`config.mk`:
```
export PLATFORM = sky130hd
export DESIGN_NAME = urm_trigger
export DESIGN_NICKNAME = d
export VERILOG_FILES = /design/src/rtl/urm_trigger.sv
export SDC_FILE = /design/constraint.sdc
export NUM_CORES = 1
export LEC_CHECK = 0
export BUFFER_PORTS_ARGS = -buffer_cell sky130_fd_sc_hd__buf_2
export CAP_MARGIN = 40
export CELL_PAD_IN_SITES_DETAIL_PLACEMENT = 0
export CELL_PAD_IN_SITES_GLOBAL_PLACEMENT = 1
export CORE_MARGIN = 2
export CORE_UTILIZATION = 45
export DETAILED_ROUTE_END_ITERATION = 8
export HOLD_SLACK_MARGIN = 0.03
export PLACE_DENSITY = 0.76
export SETUP_SLACK_MARGIN = 0.2
export SLEW_MARGIN = 20
export SYNTH_ARGS = -nofsm -noshare
export SYNTH_HDL_FRONTEND = slang
export SYNTH_SLANG_ARGS = --single-unit
```
`constraint.sdc`:
```
create_clock -name clk -period 2.8 [get_ports clk]
set_clock_uncertainty 0.2 [all_clocks]
set_input_delay 0.42 -clock clk [delete_from_list [all_inputs] [get_ports clk]]
set_output_delay 0.42 -clock clk [all_outputs]
set_load 0.05 [all_outputs]
```
`src/rtl/urm_trigger.sv`:
```
`default_nettype none
// +--------------------------------------------------------------------------+
// | Module   : urm_trigger                                                   |
// | Brief    : Ultrasonic range module driver: trigger pulse, echo timing.   |
// |            Define URM_TRIGGER_AUTO_EN for free-running ranging.          |
// | Revision : 1.0                                                           |
// +--------------------------------------------------------------------------+
module urm_trigger #(
   parameter int unsigned TRIG_CYCLES         = 500,
   parameter int unsigned ECHO_TIMEOUT_CYCLES = 1500000,
   parameter int unsigned HOLDOFF_CYCLES      = 3000000
) (
   input  logic        clk,
   input  logic        rst_n,
   input  logic        i_start,
   input  logic        i_echo,
   output logic        o_trigger,
   output logic        o_busy,
   output logic [23:0] o_echo_cycles,
   output logic        o_valid,
   output logic        o_timeout
);

`ifdef URM_TRIGGER_AUTO_EN
   localparam bit C_AUTO = 1'b1;
`else
   localparam bit C_AUTO = 1'b0;
`endif

   localparam logic [23:0] C_CNT_MAX   = 24'hFF_FFFF;
   localparam logic [23:0] C_TRIG_LAST = 24'(TRIG_CYCLES - 1);
   localparam logic [23:0] C_RISE_LAST = 24'(ECHO_TIMEOUT_CYCLES - 1);
   localparam logic [23:0] C_HOLD_LAST = 24'(HOLDOFF_CYCLES - 1);
   // The rise clock is already one high sample, so MEASURE gives up two counts early.
   localparam logic [23:0] C_MEAS_LAST = (ECHO_TIMEOUT_CYCLES >= 2) ?
                                         24'(ECHO_TIMEOUT_CYCLES - 2) : 24'd0;

   typedef enum logic [2:0] {
      S_IDLE      = 3'd0,
      S_TRIG      = 3'd1,
      S_WAIT_RISE = 3'd2,
      S_MEASURE   = 3'd3,
      S_HOLDOFF   = 3'd4
   } state_t;

   state_t      r_state;
   logic [23:0] r_cnt;
   logic        r_echo_meta;
   logic        r_echo_s;
   logic        r_echo_d;

   logic        w_rise;
   logic        w_fall;
   logic [23:0] w_cnt_inc;
   logic [23:0] w_meas_total;

   assign w_rise       = r_echo_s & ~r_echo_d;
   assign w_fall       = ~r_echo_s & r_echo_d;
   assign w_cnt_inc    = (r_cnt == C_CNT_MAX) ? r_cnt : r_cnt + 24'd1;
   assign w_meas_total = w_cnt_inc;

   always_ff @(posedge clk or negedge rst_n) begin
      if (!rst_n) begin
         r_echo_meta <= 1'b0;
         r_echo_s    <= 1'b0;
         r_echo_d    <= 1'b0;
      end else begin
         r_echo_meta <= i_echo;
         r_echo_s    <= r_echo_meta;
         r_echo_d    <= r_echo_s;
      end
   end

   always_ff @(posedge clk or negedge rst_n) begin
      if (!rst_n) begin
         r_state       <= S_IDLE;
         r_cnt         <= 24'd0;
         o_trigger     <= 1'b0;
         o_busy        <= 1'b0;
         o_echo_cycles <= 24'd0;
         o_valid       <= 1'b0;
         o_timeout     <= 1'b0;
      end else begin
         o_valid   <= 1'b0;
         o_timeout <= 1'b0;
         case (r_state)
            S_IDLE: begin
               if (i_start || C_AUTO) begin
                  r_state   <= S_TRIG;
                  r_cnt     <= 24'd0;
                  o_trigger <= 1'b1;
                  o_busy    <= 1'b1;
               end
            end
            S_TRIG: begin
               if (r_cnt >= C_TRIG_LAST) begin
                  r_state   <= S_WAIT_RISE;
                  r_cnt     <= 24'd0;
                  o_trigger <= 1'b0;
               end else begin
                  r_cnt <= w_cnt_inc;
               end
            end
            S_WAIT_RISE: begin
               if (w_rise) begin
                  r_state <= S_MEASURE;
                  r_cnt   <= 24'd0;
               end else if (r_cnt >= C_RISE_LAST) begin
                  r_state   <= S_HOLDOFF;
                  r_cnt     <= 24'd0;
                  o_timeout <= 1'b1;
               end else begin
                  r_cnt <= w_cnt_inc;
               end
            end
            S_MEASURE: begin
               // r_cnt holds high samples beyond the one seen on the rise clock.
               if (w_fall) begin
                  r_state       <= S_HOLDOFF;
                  r_cnt         <= 24'd0;
                  o_echo_cycles <= w_meas_total;
                  o_valid       <= 1'b1;
               end else if (r_cnt >= C_MEAS_LAST) begin
                  r_state   <= S_HOLDOFF;
                  r_cnt     <= 24'd0;
                  o_timeout <= 1'b1;
               end else if (r_echo_s) begin
                  r_cnt <= w_cnt_inc;
               end
            end
            S_HOLDOFF: begin
               if (r_cnt >= C_HOLD_LAST) begin
                  r_cnt <= 24'd0;
                  if (C_AUTO) begin
                     r_state   <= S_TRIG;
                     o_trigger <= 1'b1;
                  end else begin
                     r_state <= S_IDLE;
                     o_busy  <= 1'b0;
                  end
               end else begin
                  r_cnt <= w_cnt_inc;
               end
            end
            default: begin
               r_state   <= S_IDLE;
               r_cnt     <= 24'd0;
               o_trigger <= 1'b0;
               o_busy    <= 1'b0;
            end
         endcase
      end
   end

endmodule
`default_nettype wire

```
Word level (Yosys, flattened, before mapping). Index checks and enable logic that the tools add are counted.

Flip-flop bits (word level): 58. Logic and storage cells: 70.

Magnitude comparators: 4. Multiplexer cells: 30. Equality and inequality tests: 11. Bitwise gates (word level): 6. Add/subtract/negate cells: 1. Reduce and logical (&&, ||, !) cells: 8.

Operators by type and width (number): 24-bit 2-to-1 mux (9); 24-bit case mux with 5 select lines (1); 24-bit by 21-bit >= comparator with 1-bit output (second input constant) (2); 24-bit by 1-bit adder with 24-bit output (second input constant) (1); 24-bit equality test (second input constant) (1); 24-bit by 22-bit >= comparator with 1-bit output (second input constant) (1); 24-bit by 9-bit >= comparator with 1-bit output (second input constant) (1); 3-bit 2-to-1 mux (7); 3-bit case mux with 5 select lines (1); 1-bit 2-to-1 mux (9); 3-bit by 2-bit equality test with 1-bit output (second input constant) (2); 2-bit != test (second input constant) (3); 3-bit != test (second input constant) (2); 1-bit case mux with 3 select lines (2); 3-bit AND reduction (2); 3-bit OR reduction (2); 5-bit AND reduction (1); 4-bit != test (second input constant) (1); 1-bit NOT (4); 2-bit AND reduction (2); 3-bit by 1-bit equality test with 1-bit output (second input constant) (1); 3-bit equality test (second input constant) (1); 3-bit logical NOT (1); 1-bit AND (2); 1-bit case mux with 2 select lines (1).

Depth between registers and ports, before layout. Gate-level depths: netlist (run 1).

Depth after elaboration: 6. Depth in mapped cells: 11.

Worst setup path before layout (run 1). OpenSTA, ideal clock, no wires.

Path kind: reg2reg. From: reg r_cnt[20]. To: reg r_cnt[15]. Library setup time: 0.121 ns. Cell stages (with the launch flop): 10. Period minus slack after synthesis: 2.573 ns. Setup slack: 0.227 ns. Data arrival time: 2.252 ns. Path buffers: 3. Path through: dfrtp_1 -> buf_6 -> a2111o_1 -> or4_1 -> a311o_1 -> nand2_2 -> a21oi_2 -> buf_6 -> buf_6 -> a22o_1.

Word-level cells in the longest chain between the ends: 6.

Ends and longest elaborated chain: start, declared (RTL line 47) `logic [23:0] r_cnt;`; start signal, assigned (RTL line 101) `r_cnt <= w_cnt_inc;`; start signal, assigned (RTL line 113) `r_cnt <= w_cnt_inc;`; start signal, assigned (RTL line 128) `r_cnt <= w_cnt_inc;`; branches (longest 6 deep; another with 24-bit by 21-bit >= comparator with 1-bit output).

Several ways; the timed one is not identified. The select of a mux whose other input is x is not followed. A chain may end at the register's enable or synchronous reset.

Worst setup path in the final report (run 1). Same ends and word-level chain as after synthesis.

==> run_results.csv, run 1 <==
group,metric,value,unit
yosys,synth_seq_cells,58,
route,wl_per_cell,16.3,µm
worst_setup_path,critPathArrivalTime,2670,ps
yosys,synth_cell_types,51,
floorplan,core-area,6870,µm²
yosys,netlist_instances,374,
yosys,synth_top_area_cell,"dfrtp_1",
layout,area_delta_synth_final,27.6,%
placed_design,dpl.cell_count,502,
status,status,"complete, no violations",
clocking,cts_tree,"built",
floorplan,initial_utilization,0.469,
floorplan,rows,30,
yosys,yosysSeqAreaShare,0.450,
worst_setup_path,cp.required,2850,ps
power,p_total,3.30,mW
layout,instances_no_fill,539,
grt,grt_first_pass_wirelength,14000,µm
route,viasPerCell,5.63,
grt,first_global_vias,2753,
timing,fmax,381,MHz
floorplan,ios,32,
worst_setup_path,r2r_setup_slack,180,ps
route,ant_nets,0,
worst_setup_path,critPathMaxFanout,8,
timing,rsz0062_at_grt,"true",
yosys,synth_area,3220,µm²
route,drtIter0Drc,245,
route,drt-pass1-iter-count,5,
clocking,clkTransAtPathRegs,70,ps
timing,relSlewSlack,0.502,
placed_design,post-place-ws,13.2,ps
clocking,numCtsBuffers,9,
floorplan,die_x,88.6,µm
layout,utilization,0.599,
worst_setup_path,r2r_cells,9,
worst_hold_path,hp-class,"in2async",
yosys,synth_area_leaders,"dfrtp_1 (45%), o21ai_0 (6.8%), nand2_1 (5.7%)",
yosys,yosys_most_used_dff,"dfrtp_1",
timing,setup-tns-final,0,ps
timing,setup_ws,176,ps
power,leakagePower,1.86,nW
timing,tightestPinTransition,748,ps
worst_setup_path,worst-setup-path-type,"reg2reg",
route,vias,3036,
job,maxCapViolations,0,
timing,final-setup-viol-count,0,
layout,design_area,4110,µm²
timing,hold_viol,0,
power,ir_drop,0.000514,V
layout,drive_above_1_share,0.300,
worst_setup_path,start_kind,"flip-flop",
yosys,yosysMostFrequentCell,"dfrtp_1",
placed_design,hpwlAfterDp,5890,µm
worst_setup_path,r2r-end,"r_cnt[15]",
yosys,avgSynthCellArea,8.62,µm²
yosys,async_flop_share,1.00,
grt,grt_usage,0.237,
grt,antenna_found_initial,0,
worst_setup_path,reg2reg_from,"r_cnt[20]",
yosys,synth_nets,380,
placed_design,place.gp.congestion,0.878,
timing,holdWs,1.15,ps
timing,post-route-min-period,2620,ps
placed_design,io_buffer_count,31,
power,power.density,802,nW/µm²
yosys,ys_top_cells_by_count,"dfrtp_1 (58), nand2_1 (49), o21ai_0 (44)",
clocking,cts_sinks,58,
yosys,synth_top_area_frac,0.450,
floorplan,die_h,88.6,µm
clocking,clock_path_buffers,2,
layout,nNetsFinal,444,
timing,drv_slew,0,
layout,num_antenna_cells,0,
worst_setup_path,end_kind,"flip-flop",
placed_design,placed_cell_area,3590,µm²
clocking,cts_max_level,3,
floorplan,die-area,7860,µm²
yosys,ys.warnings.count,0,
clocking,cts_root_buf,"clkbuf_8",
clocking,insertion_delay,360,ps
yosys,synth_edf_count,0,
route,wl,8780,µm
grt,grt_overflow,0,
route,drc,0,
grt,grt_max_degree,59,
timing,fin_crit_sh,0.937,
## metal layers
layer	up-vias	routed length (µm)	GRT usage
li1	1456	-	-
met1	1433	4120	0.345
met2	127	3870	0.346
met3	20	606	0.0504
met4	0	180	0.0854
met5	-	0	0
## power by group
group          switching, mW  internal [mW]  total (mW)
logic                  0.833          0.706        1.54
clock network          0.373          0.344       0.717
registers              0.107          0.936        1.04
total                   1.31           1.99        3.30
## registers in the layout, summed over array words and instances, names as in the netlist
register       cells
o_trigger          1
o_busy             1
o_valid            1
r_echo_s           1
r_echo_meta        1
r_cnt             24
r_state            3
o_echo_cycles     24
r_echo_d           1
o_timeout          1
## timing repair
action,CTS,global route
endpoints found under the setup margin,24,34
resized for setup,20,29
hold buffers,1,0
pin swaps,8,15
gates cloned,1,1
setup buffers,11,7
endpoints found under the hold margin,1,0
## worst max-delay path, cell delays in order (launching register included)
cell and delay [ps]:
dfrtp_1 390, a2111o_1 470, or4_4 420, a311o_1 310, nand2_2 80, a21oi_2 50
buf_6 150, buf_8 130, a21o_1 150, a22o_1 170
## cell usage in the layout (no fill, tap or decap), types with 3 or more instances in the layout
cell type,instances
nand4_1,9
nand3_1,13
and4_1,3
nand2_1,49
nor3_1,6
a21oi_1,17
o21ai_1,5
nand2b_1,7
o21ai_0,37
buf_6,4
nor4_2,3
inv_1,6
a31oi_1,13
clkinvlp_4,3
dfrtp_1,51
nor2_1,29
xor2_1,8
dfrtp_2,7
and3_1,5
clkbuf_8,10
o21ai_2,3
xnor2_1,11
and2_1,7
buf_2,31
a21oi_2,3
or4_1,4
buf_4,45
## how the worst max path moves through the flow
stage               from   endpoint  cells after the start
2_1_floorplan  r_cnt[20]  r_cnt[15]                      9
3_3_place_gp    r_cnt[0]  r_cnt[10]                     11
3_5_place_dp    r_cnt[0]  r_cnt[10]                     11
4_1_cts        r_cnt[19]  r_cnt[15]                      9
5_1_grt        r_cnt[20]  r_cnt[15]                      9
6_report       r_cnt[20]  r_cnt[15]                      9
## cell type report
cell class | count | area (µm²)
clock buffer | 10 | 138
clock inverter | 6 | 41.3
fill | 613 | 2760
inverter | 6 | 22.5
multi-input combinational | 278 | 1710
sequential | 58 | 1460
tap | 96 | 120
timing repair buffer | 85 | 623
## logic make-up after synthesis
| group | count (synthesis) | synth area share |
|---|---|---|
| buf+inv | 38 | 0.0570 |
| flops | 58 | 0.450 |
| simple gates | 156 | 0.240 |
| fa+ha+maj | 2 | 0.00776 |
| xor+xnor | 19 | 0.0516 |
| compound gates | 99 | 0.187 |
| mux | 2 | 0.00621 |
(Power assumes the default switching activity.)
==> run 2, diff against run 1 <==
--- a/config.mk
+++ b/config.mk
@@ -11,9 +11,11 @@
 export CELL_PAD_IN_SITES_GLOBAL_PLACEMENT = 1
 export CORE_MARGIN = 2
 export CORE_UTILIZATION = 45
+export CTS_BUF_LIST = sky130_fd_sc_hd__clkbuf_4
 export DETAILED_ROUTE_END_ITERATION = 8
 export HOLD_SLACK_MARGIN = 0.03
 export PLACE_DENSITY = 0.76
+export REMOVE_ABC_BUFFERS = 1
 export SETUP_SLACK_MARGIN = 0.2
 export SLEW_MARGIN = 20
 export SYNTH_ARGS = -nofsm -noshare
==> run 2 against run 1 <==
Effect of this change:
- non-clock buffer count did not move
- final area rose by 0.55%
- sequential power barely moved
- cell count did not move
- via count fell by 3.7%
- largest cell class unchanged
==> run_results.csv, run 2 (synthesis results as in run 1) <==
group,metric,value,unit
floorplan,die-area,7860,µm²
timing,relSlewSlack,0.540,
route,drt-pass1-iter-count,4,
clocking,cts_root_buf,"clkbuf_4",
placed_design,placed_cell_area,3650,µm²
worst_setup_path,critPathMaxFanout,7,
status,status,"complete, no violations",
clocking,cts_sinks,58,
grt,antenna_found_initial,0,
placed_design,hpwlAfterDp,5860,µm
layout,num_antenna_cells,0,
layout,final_cell_mix,"dfrtp_1 (53), nand2_1 (48), buf_4 (46)",
layout,instances_no_fill,539,
floorplan,ios,32,
grt,grt_usage,0.234,
timing,post-route-min-period,2650,ps
route,viasPerCell,5.42,
power,ir_drop,0.000511,V
route,wl_per_cell,15.7,µm
grt,first_global_vias,2810,
timing,hold_viol,0,
route,ant_nets,0,
worst_setup_path,cp.required,2890,ps
job,maxCapViolations,0,
worst_setup_path,worst-setup-path-type,"reg2reg",
placed_design,dpl.cell_count,504,
route,drc,0,
timing,holdWs,161,ps
floorplan,die_x,88.6,µm
layout,mostFrequentLayoutCell,"dfrtp_1",
clocking,cts_tree,"built",
timing,fmax,377,MHz
timing,rsz0062_at_grt,"true",
grt,grt_overflow,0,
timing,setup-tns-final,0,ps
route,drtIter0Drc,228,
timing,drv_slew,0,
floorplan,die_h,88.6,µm
worst_hold_path,holdPathStages,0,
timing,final-setup-viol-count,0,
route,vias,2923,
layout,reg_top3,"o_echo_cycles x24, r_cnt x24, r_state x3",
clocking,cts_max_level,3,
route,wl,8440,µm
floorplan,core-area,6870,µm²
floorplan,initial_utilization,0.469,
worst_setup_path,end_kind,"flip-flop",
power,leakagePower,1.90,nW
floorplan,rows,30,
placed_design,post-place-ws,77.7,ps
layout,area_delta_synth_final,28.3,%
timing,setup_ws,147,ps
power,p_total,3.31,mW
grt,grt_max_degree,31,
clocking,insertion_delay,410,ps
worst_setup_path,start_kind,"flip-flop",
clocking,numCtsBuffers,9,
placed_design,io_buffer_count,31,
layout,nNetsFinal,444,
worst_setup_path,r2r_cells,8,
worst_hold_path,hp-class,"reg2reg",
timing,fin_crit_sh,0.948,
worst_setup_path,critPathArrivalTime,2740,ps
layout,utilization,0.602,
grt,grt_first_pass_wirelength,13900,µm
placed_design,place.gp.congestion,0.943,
layout,drive_above_1_share,0.296,
timing,tightestPinTransition,691,ps
layout,design_area,4140,µm²
clocking,clock_path_buffers,2,
power,power.density,800,nW/µm²
clocking,clkTransAtPathRegs,100,ps
[run 2: changes by cell type in the layout (fill, tap and decap cells not counted), sizes merged]
cell,change
bufinv,+3
clkinv,+1
buf,-1
dlygate4sd3,+1
bufbuf,+1
inv,-1
clkbuf,-1
clkinvlp,-3
[run 2: worst paths after layout]
check	slack [ps]	from	endpoint
min in group asynchronous	400	rst_n	o_echo_cycles[7]
setup / recovery	150	r_cnt[20]	r_cnt[7]
setup reg to reg	150	r_cnt[20]	r_cnt[7]
hold / removal	160	r_echo_meta	r_echo_s
hold reg to reg	160	r_echo_meta	r_echo_s
max in group asynchronous	1410	rst_n	r_cnt[7]
[run 2: critical path: stages, from the launching register on]
cell and delay, ps:
dfrtp_1 400, a2111o_1 460, or4_1 420, a311o_1 320, nand2_2 110, a21oi_4 60
buf_12 160, and3_4 160, a221o_1 260
[run 2: where the power goes]
group          switching [mW]  leakage, nW  internal [mW]
sequential             0.0970        0.780          0.932
combinational           0.827         1.02          0.674
clock                   0.320        0.100          0.458
[run 2: per-layer routing]
| metal | global-route usage | wire [µm] | vias up |
|---|---|---|---|
| met5 | 0 | 0 | - |
| met4 | 0.113 | 117 | 0 |
| met3 | 0.0373 | 389 | 11 |
| met2 | 0.338 | 3790 | 71 |
| met1 | 0.340 | 4150 | 1384 |
| li1 | - | - | 1457 |
[run 2: layout make-up]
type                       count  area (µm²)
fill                         643        2730
multi-input combinational    278        1720
sequential                    58        1460
timing repair buffer          85         636
tap                           96         120
clock inverter                 6         105
clock buffer                  10        75.1
inverter                       6        22.5
[run 2: repair_timing]
action | CTS | global route
hold buffers | 2 | 0
hold endpoints to repair | 30 | 0
cloned | 2 | 0
setup endpoints to repair | 7 | 38
pin swaps | 8 | 10
buffers inserted | 8 | 7
resized for setup | 6 | 27
